`src/rtl/counter_sequencer.sv`:
```
// counter_sequencer: steps an external WIDTH-bit counter through a programmed
// number of count passes. Each pass clears the counter for one cycle and then
// enables it until it reaches the captured target. When the last pass ends the
// block pulses done. A stop request ends the run early and pulses aborted.
//
// Optional build macro SEQ_PROGRESS_REAL_EN adds a simulation-only real output
// 'progress' that reports the completed fraction of the run.
module counter_sequencer #(
  parameter int WIDTH = 3,
  parameter int PW    = 4
) (
  input  logic             clk,
  input  logic             reset,
  input  logic             start,
  input  logic             stop,
  input  logic [WIDTH-1:0] target,
  input  logic [PW-1:0]    passes,
  input  logic [WIDTH-1:0] count,
  output logic             cnt_en,
  output logic             cnt_clr,
  output logic             busy,
  output logic             done,
  output logic             aborted,
`ifdef SEQ_PROGRESS_REAL_EN
  output real              progress,
`endif
  output logic [PW-1:0]    pass_cnt
);

  typedef enum logic [2:0] {
    S_IDLE,
    S_CLEAR,
    S_RUN,
    S_DONE,
    S_ABORT
  } state_t;

  state_t           state_q, state_d;
  logic [WIDTH-1:0] target_q, target_d;
  logic [PW-1:0]    passes_q, passes_d;
  logic [PW-1:0]    pass_cnt_q, pass_cnt_d;
  logic [PW-1:0]    pass_cnt_inc;
  logic             at_target;

  assign pass_cnt_inc = pass_cnt_q + PW'(1);
  assign at_target    = (count == target_q);

  // State and run-configuration registers.
  // NOTE: sequential state uses non-blocking assignments so every register
  // samples pre-edge values and simulation matches the synthesized flops.
  always_ff @(posedge clk or negedge reset) begin
    if (!reset) begin
      state_q    <= S_IDLE;
      target_q   <= '0;
      passes_q   <= '0;
      pass_cnt_q <= '0;
    end else begin
      state_q    <= state_d;
      target_q   <= target_d;
      passes_q   <= passes_d;
      pass_cnt_q <= pass_cnt_d;
    end
  end

  // Next-state logic: start accepted only in IDLE, stop aborts CLEAR and RUN.
  // NOTE: every signal gets a default before the case so no path leaves it
  // unassigned, which would otherwise infer a latch.
  always_comb begin
    state_d    = state_q;
    target_d   = target_q;
    passes_d   = passes_q;
    pass_cnt_d = pass_cnt_q;
    unique case (state_q)
      S_IDLE: begin
        if (start && !stop) begin
          target_d   = target;
          passes_d   = (passes == '0) ? PW'(1) : passes;
          pass_cnt_d = '0;
          state_d    = S_CLEAR;
        end
      end
      S_CLEAR: begin
        state_d = stop ? S_ABORT : S_RUN;
      end
      S_RUN: begin
        if (stop) begin
          state_d = S_ABORT;
        end else if (at_target) begin
          pass_cnt_d = pass_cnt_inc;
          state_d    = (pass_cnt_inc == passes_q) ? S_DONE : S_CLEAR;
        end
      end
      // done has already been signalled, so a late stop changes nothing.
      S_DONE:  state_d = S_IDLE;
      S_ABORT: state_d = S_IDLE;
      default: state_d = S_IDLE;
    endcase
  end

  // Output decode; cnt_en follows count combinationally while in RUN.
  always_comb begin
    cnt_en  = (state_q == S_RUN) && !at_target;
    cnt_clr = (state_q == S_CLEAR);
    busy    = (state_q != S_IDLE);
    done    = (state_q == S_DONE);
    aborted = (state_q == S_ABORT);
  end

  assign pass_cnt = pass_cnt_q;

`ifdef SEQ_PROGRESS_REAL_EN
  logic complete_q;

  // Remembers that the last run finished normally so IDLE can report 1.0.
  always_ff @(posedge clk or negedge reset) begin
    if (!reset) begin
      complete_q <= 1'b0;
    end else if (state_q == S_DONE) begin
      complete_q <= 1'b1;
    end else if (state_d == S_CLEAR && state_q == S_IDLE) begin
      complete_q <= 1'b0;
    end else if (state_q == S_ABORT) begin
      complete_q <= 1'b0;
    end
  end

  // Fraction of the total count steps covered so far in this run.
  always_comb begin
    real span;
    span     = real'(passes_q) * (real'(target_q) + 1.0);
    progress = 0.0;
    unique case (state_q)
      S_RUN:   progress = (real'(pass_cnt_q) * (real'(target_q) + 1.0)
                           + real'(count)) / span;
      S_CLEAR: progress = (real'(pass_cnt_q) * (real'(target_q) + 1.0)) / span;
      S_DONE:  progress = 1.0;
      S_IDLE:  progress = complete_q ? 1.0 : 0.0;
      default: progress = 0.0;
    endcase
  end
`endif

endmodule

```
`config.mk`:
```
export PLATFORM = sky130hd
export DESIGN_NAME = counter_sequencer
export DESIGN_NICKNAME = d
export VERILOG_FILES = /design/src/rtl/counter_sequencer.sv
export SDC_FILE = /design/constraint.sdc
export NUM_CORES = 1
export LEC_CHECK = 0
export BUFFER_PORTS_ARGS = -buffer_cell sky130_fd_sc_hd__buf_4
export CORE_MARGIN = 1
export CORE_UTILIZATION = 35
export CTS_CLUSTER_SIZE = 40
export DETAILED_ROUTE_END_ITERATION = 16
export SLEW_MARGIN = 20
export SYNTH_ARGS = -nofsm -noshare
export SYNTH_HDL_FRONTEND = slang
export SYNTH_SLANG_ARGS = --single-unit
```
`constraint.sdc`:
```
create_clock -name clk -period 1.5 [get_ports clk]
set_input_delay 0.075 -clock clk [delete_from_list [all_inputs] [get_ports clk]]
set_output_delay 0.075 -clock clk [all_outputs]
set_load 0.005 [all_outputs]
```
# Word level (Yosys, flattened, before mapping)
# Index checks and enable logic that the tools add are counted.
[classes]
n_addsub = 1
n_eq_ne = 10
n_mux = 11
reduce_logical = 11
[ops]
columns = ["cell", "count"]
rows = [
  ["$mux W4", 4],
  ["$mux W3", 4],
  ["$pmux W3 S3", 1],
  ["$pmux W4 S2", 1],
  ["$eq A3 B2 Y1 const B", 2],
  ["$ne A2 B2 Y1 const B", 3],
  ["$add A4 B1 Y4 const B", 1],
  ["$eq A4 B4 Y1", 1],
  ["$logic_not A4 Y1", 1],
  ["$reduce_and A2 Y1", 2],
  ["$reduce_and A4 Y1", 1],
  ["$eq A3 B1 Y1 const B", 1],
  ["$eq A3 B3 Y1", 1],
  ["$eq A3 B3 Y1 const B", 1],
  ["$logic_not A3 Y1", 1],
  ["$ne A3 B3 Y1 const B", 1],
  ["$reduce_bool A3 Y1", 1],
  ["$logic_and A1 B1 Y1", 2],
  ["$logic_not A1 Y1", 2],
  ["$mux W2", 1],
  ["$reduce_bool A2 Y1", 1],
]
[word_totals]
ff_bits = 14
input_bits = 14
out_inout_bits = 9
wordCells = 37

# Logic depth before layout (Yosys ltp)
# Gate-level depths: netlist of the first run.
[logic_depth]
word_depth = 6
depth_mapped = 6
depth_no_buf = 4

# Worst setup path before layout of the first run
# No wires, ideal clock.
[synth_path]
kind = "register to register"
start = "reg state_q[0]"
end = "reg pass_cnt_q[3], in the netlist pass_cnt[3]"
setup_ns = 0.118
arrival_ns = 1.451
t_required_ns = 1.382
slack_ns = -0.069
path_stages_with_launch = 6
path_cell_list = "dfrtp_1 -> buf_6 -> nor4b_4 -> nand4_4 -> mux2_4 -> a21o_1"
[synth_via]
elab_chain_cells = 3
word_cells_on_any_way = 8
classes_between = "4 x eq/ne; 1 x mux; 3 x reduce/logical"
[synth_lines]
columns = ["element", "line", "text"]
rows = [
  ["from (decl)", "38", "state_t state_q, state_d;"],
  ["from (signal assigned)", "58", "state_q <= state_d;"],
  ["$eq A3 B2 Y1 or $logic_not A3 Y1 (tied branches)", "73", "unique case (state_q)"],
  ["$ne A2 B2 Y1 (no source line) or $reduce_bool A2 Y1 (tied branches)", "-", ""],
  ["$reduce_and A4 Y1 (no source line)", "-", ""],
  ["to (signal assigned)", "61", "pass_cnt_q <= pass_cnt_d;"],
  ["to (decl)", "41", "logic [PW-1:0] pass_cnt_q, pass_cnt_d;"],
]
# Several ways; a longest one is shown, not always the timed one.
# A chain may end at the register's enable or synchronous reset.

# Worst setup path in the final report of the first run
[layout_path]
start = "reg target_q[0]"
end = "out cnt_en"
[layout_via]
elab_chain_cells = 3
[layout_lines]
columns = ["element", "line", "text"]
rows = [
  ["from (decl)", "39", "logic [WIDTH-1:0] target_q, target_d;"],
  ["from (signal assigned)", "59", "target_q <= target_d;"],
  ["$eq A3 B3 Y1", "46", "assign at_target = (count == target_q);"],
  ["$logic_not A1 Y1", "102", "cnt_en = (state_q == S_RUN) && !at_target;"],
  ["$logic_and A1 B1 Y1", "102", ""],
  ["to (decl)", "19", "output logic cnt_en,"],
]
# No other way between the ends.

==> results.ini, run 1 <==
[setup_path]
critical_path_arrival_ns = 1.41
required_ns = 1.42
worstPathMaxFanout = 2
cp-start-kind = flip-flop
path_class = reg2out
endpoint_kind = output port
worst-r2r-setup-slack_ns = 0.02

[sta]
fin_crit_sh_pct = 99.17
worst_pin_slew_ns = 0.3035
rsz0062_at_grt = true
fmax_mhz = 672.3
setup_viol = 0
skew_ns = 0.005521
finalCriticalPeriod_ns = 1.487
hold_viol_final = 0
final_max_slew_viol_count = 0
slew_headroom_pct = 79.68

[layout]
syn_to_final_growth_pct = 51.69
drive_above_1_share_pct = 60.00
num-nets-final = 121
fin_util_pct = 58.29
final_area_um2 = 1179
ff_latch_area_um2 = 352.8
multi_input_area_um2 = 456.7
fill_cells = 194
antenna_cells = 0

[place]
finalWeightedCongestion = 0.7041
port_buffers = 22
dp_hpwl_mm = 1.110
place_area_um2 = 1012

[power_and_ir_drop]
design_power_total_mw = 1.340
leakagePower_nw = 0.5596
p_per_area_nw_per_um2 = 1137
ir_drop_mv = 0.6021

[floorplanning]
num_rows = 16
dieArea_um2 = 2412
fp.dieH_um = 49.12
initial_core_util_pct = 38.43
io_pins = 23
coreArea_um2 = 2022
die_w_um = 49.12

[global_route]
grt_pass1_vias = 666
antenna_found_initial = 0
grt.total_usage_pct = 14.30
grt_pass1_wl_mm = 2.608
gr-total-overflow = 0
grt_max_degree = 15

[synthesis]
async_flop_share_pct = 100.0
netlist_instances = 66
synthSimpleGateAreaFrac_pct = 20.45
synth-compound-area-share_pct = 6.924
yosysSeqAreaShare_pct = 45.09
synthMuxAreaShare_pct = 10.63
yosysWarnings = 0
syn_nets = 81
ys_ff_latch = 14
ys_types = 29
avgSynthCellArea_um2 = 11.77
syn_area_um2 = 777.0
synth_top_family_by_area = simple AND/OR/NAND/NOR gates
synth-adder-area-share_pct = 1.610
synth_edf_count = 0
synth_flop_cell = dfrtp_1
synth_xor_area_share_pct = 12.24

[route]
avgViaCountPerCell = 4.750
drc = 0
drtIter0Drc = 1
wire_per_inst_um = 11.57
routed-via-count = 627
dr.pass1.iters = 2
routed_wl_mm = 1.527
ant_nets = 0

[clocking]
cts_tree = yes
clk_path_buf_depth = 2
clkTransAtPathRegs_ns = 0.09
clkLatencyLatePin_ns = 0.28
cts_sinks = 14
h-tree-depth = 1
numCtsBuffers = 3
root_buffer = clkbuf_4

[run_status]
status = complete, no violations

[min_path]
hold_class = in2reg

[job]
cap_violations = 0

## what timing repair did
item,in CTS,in global routing
gates resized for setup,11,3
endpoints found under the hold margin,14,0
pin swaps,6,4
endpoints found under the setup margin,3,9
setup buffers,7,0
hold buffers,1,0
## per-layer routing
metal  global-route usage [%]  part of all wire, %  vias up
li1                         -                    -      311
met4                    8.824                 0.52        0
met2                    23.74                   52       15
met1                    17.39                   44      299
met3                    1.869                  3.3        2
met5                        0                    0        -
## per-stage QoR
step / std cells / worst slack [ns] / hold WS (ns) / TNS (ns)
floorplan: 66 / -0.05729 / -0.2206 / -0.05729
global placement: 120 / 0.05444 / -0.06529 / 0
detailed placement: 120 / 0.04082 / -0.06380 / 0
CTS: 132 / -0.02479 / 0.009002 / -0.02479
global route: 132 / -0.04189 / 0.02747 / -0.07173
finish: 132 / 0.01250 / 0.01999 / 0
## cell usage after synthesis, types with 2 or more instances
cell       n  share of area (%)
inv_1      2               0.97
nor3_1     3                1.9
nand2b_1   2                1.6
xnor2_1    7                7.9
xor2_1     2                2.3
o21ai_0    3                1.9
dfrtp_1   14                 45
mux2_2     6                8.7
nand3_1    4                2.6
nor2_1     3                1.4
nand2_1    2               0.97
## worst max-delay path, cell delays in order, from the launching register on
cell,delay [ns]
dfrtp_1,0.41
xnor2_2,0.15
and3_4,0.19
nor4b_4,0.24
buf_4,0.14
## cells in the final DEF, fill, tap and decap left out, drive strengths merged
cell type / n
a21o: 1
a21oi: 1
a22o: 1
a31o: 1
and2: 1
and3: 1
and3b: 1
buf: 36
clkbuf: 4
dfrtp: 14
dlygate4sd3: 1
ha: 1
inv: 2
mux2: 7
nand2: 2
nand2b: 2
nand3: 4
nand4: 1
nor2: 3
nor3: 3
nor3b: 1
nor4b: 2
o21ai: 3
o41ai: 1
or3: 1
xnor2: 8
xor2: 2
## worst paths after layout
check	cells after the start	to	start
setup reg to reg	4	pass_cnt[3]$_DFFE_PN0P_	state_q[0]$_DFFE_PN0P_
hold / removal	2	target_q[2]$_DFFE_PN0P_	target[2]
setup / recovery	4	cnt_en	target_q[0]$_DFFE_PN0P_
hold reg to reg	2	passes_q[0]$_DFFE_PN0P_	passes_q[0]$_DFFE_PN0P_
max in group asynchronous	2	state_q[2]$_DFFE_PN0P_	reset
min in group asynchronous	2	state_q[1]$_DFFE_PN0P_	reset
## area by class of cell
cell class	instances	area share (%)
Clock buffer	4	3.079
Inverter	2	0.6369
Multi-Input combinational cell	48	38.75
Sequential cell	14	29.94
Tap cell	27	2.866
Timing Repair Buffer	37	24.73
## logic make-up after synthesis
logic type / count (synthesis)
simple gates: 22
flops: 14
xor+xnor: 10
compound gates: 8
mux: 7
buf+inv: 4
fa+ha+maj: 1
## state kept, by name (all words and copies together) (netlist names)
name	flops
pass_cnt	4
passes_q	4
state_q	3
target_q	3
## power breakdown
part | leakage, nW | switching [mW] | internal [mW]
combinational | 0.363 | 0.200 | 0.338
clock | 0.0210 | 0.121 | 0.148
sequential | 0.176 | 0.0728 | 0.461
total | 0.560 | 0.394 | 0.947
No activity file was read; power rests on OpenSTA's default activity.
==> run 2, diff against run 1 <==
Settings changed: CORE_UTILIZATION 35 to 44, PLACE_DENSITY set to 0.72.
==> run 2 against run 1 <==
Net effect:
- the flow now finishes with violations (DRC)
- sequential share of layout area is 1.5 points higher
- clock power is 21% lower
- sequential power is 1% higher
==> results.ini, run 2 (synthesis results as in run 1) <==
[global_route]
grt_max_degree = 15  ; unchanged
antenna_found_initial = 0  ; unchanged
gr-total-overflow = 0  ; unchanged
grt_pass1_vias = 611  ; -8.3%
grt.total_usage_pct = 17.57  ; +3.3 points
grt_pass1_wl_mm = 2.456  ; -5.8%

[layout]
mostFrequentLayoutCell = buf_4
fin_util_pct = 71.11  ; +13 points
antenna_cells = 0  ; unchanged
mostFrequentLayoutCells = buf_4, dfrtp_1, mux2_2
num-nets-final = 118  ; -2.5%
syn_to_final_growth_pct = 44.28
drive_above_1_share_pct = 57.43  ; -2.6 points

[floorplanning]
dieArea_um2 = 1938  ; -20%
num_rows = 14  ; -2
fp.dieH_um = 44.02  ; -10%
io_pins = 23  ; unchanged
die_w_um = 44.02  ; -10%
initial_core_util_pct = 49.29  ; +11 points
coreArea_um2 = 1577  ; -22%

[place]
port_buffers = 22  ; unchanged
dp_slack_ns = 0.03862  ; -0.002201 ns
finalWeightedCongestion = 0.7170  ; +1.8%

[route]
routed_wl_mm = 1.509  ; -1.2%
drc = 2  ; +2
routed-via-count = 618  ; -1.4%
wire_per_inst_um = 12.90  ; +11%
drtIter0Drc = 4  ; +3
avgViaCountPerCell = 5.282  ; +11%
ant_nets = 0  ; unchanged
dr.pass1.iters = 10  ; +8

[sta]
slew_headroom_pct = 81.09  ; +1.4 points
fmax_mhz = 670.8  ; -0.22%
finalCriticalPeriod_ns = 1.491  ; +0.003261 ns
skew_ns = 0.0004185  ; -0.005103 ns
setup_viol = 0  ; unchanged
hold_viol_final = 0  ; unchanged
final_max_slew_viol_count = 0  ; unchanged
worst_pin_slew_ns = 0.2800  ; -0.02358 ns
fin_setup_tns_ns = 0  ; unchanged
fin_crit_sh_pct = 99.38  ; +0.22 points
worst_slack_ns = 0.009243  ; -0.003261 ns
rsz0062_at_grt = true

[setup_path]
endpoint_kind = output port
required_ns = 1.42  ; about the same
critical_path_arrival_ns = 1.42  ; about the same
worstPathMaxFanout = 4  ; +2
cp-start-kind = flip-flop
path_class = reg2out

[min_path]
hold_class = in2reg

[power_and_ir_drop]
swShare_pct = 30.54  ; +1.2 points
clkPwrFrac_pct = 17.2  ; -2.9 points
ir_drop_mv = 0.7651  ; +27%
internal_power_uw = 860.6  ; -9.1%
leakagePower_nw = 0.5356  ; -4.3%
combPwrFrac_pct = 39.2  ; -0.9 points
seq_power_share_pct = 43.6  ; +3.8 points
p_switching_uw = 378.5  ; -3.9%
p_per_area_nw_per_um2 = 1105  ; -2.8%

[clocking]
numCtsBuffers = 3  ; unchanged
cts_tree = yes
clkLatencyLatePin_ns = 0.28  ; about the same
clkTransAtPathRegs_ns = 0.08  ; about the same
h-tree-depth = 1  ; unchanged
cts_sinks = 14  ; unchanged
clk_path_buf_depth = 2  ; unchanged
root_buffer = clkbuf_4

[run_status]
failed_checks = DRC
status = finished, violations left

[job]
cap_violations = 0  ; unchanged

[run 2: cell count changes in the layout (fill, tap and decap cells not counted), sizes merged]
cell / previous run / this run
buf: 36 / 33
clkbuf: 4 / 3
[run 2: path summary, 6_finish.rpt]
| path | start | endpoint | slack, ns | cells after the start |
|---|---|---|---|---|
| min | target[2] | target_q[2]$_DFFE_PN0P_ | 0.02 | 2 |
| max reg2reg | state_q[2]$_DFFE_PN0P_ | pass_cnt[3]$_DFFE_PN0P_ | 0.05 | 4 |
| min reg2reg | passes_q[0]$_DFFE_PN0P_ | passes_q[0]$_DFFE_PN0P_ | 0.51 | 2 |
| max | state_q[0]$_DFFE_PN0P_ | cnt_en | 0.009 | 4 |
| min in group asynchronous | reset | pass_cnt[1]$_DFFE_PN0P_ | 0.17 | 2 |
| max in group asynchronous | reset | state_q[1]$_DFFE_PN0P_ | 1.15 | 2 |
[run 2: critical path: stages, from the launching register on]
cell and delay [ns]:
dfrtp_1 0.42, buf_6 0.14, buf_4 0.14, nor4b_4 0.28, buf_4 0.16
[run 2: power groups by stage]
stage | clock network, mW | logic, mW | registers [mW]
floorplan | 0 | 0.265 | 0.523
global placement | 0 | 0.372 | 0.535
detailed placement | 0 | 0.378 | 0.537
CTS | 0.216 | 0.459 | 0.538
global route | 0.231 | 0.532 | 0.553
finish | 0.213 | 0.486 | 0.540
[run 2: per-layer routing]
| metal | up-vias | share of wire (%) | GRT usage, % |
|---|---|---|---|
| met5 | - | 0 | 0 |
| met4 | 0 | 1.6 | 9.091 |
| met3 | 5 | 4.4 | 3.673 |
| met2 | 18 | 52 | 30.00 |
| met1 | 289 | 42 | 20.74 |
| li1 | 306 | - | - |
[run 2: repair_timing]
action / CTS / global route
gates resized for setup: 7 / 6
hold buffers: 1 / 0
setup buffers: 4 / 1
endpoints found under the setup margin: 2 / 11
endpoints found under the hold margin: 14 / 0
pin swaps: 5 / 2
[run 2: cell type report]
class                      count  area, um^2
clock buffer                   3       22.52
fill                         109       455.4
inverter                       2       7.507
multi-input combinational     48       449.2
sequential                    14       352.8
tap                           16       20.02
timing repair buffer          34       269.0
[run 2: stage by stage]
stage	hold slack, ns	power (mW)	cells	cell area, um^2
floorplan	-0.2206	0.7883	66	777.0
CTS	0.02175	1.212	116	1094
detailed placement	-0.06705	0.9150	108	991.0
global placement	-0.06853	0.9076	108	991.0
finish	0.02119	1.239	117	1121
global route	0.02055	1.315	117	1121
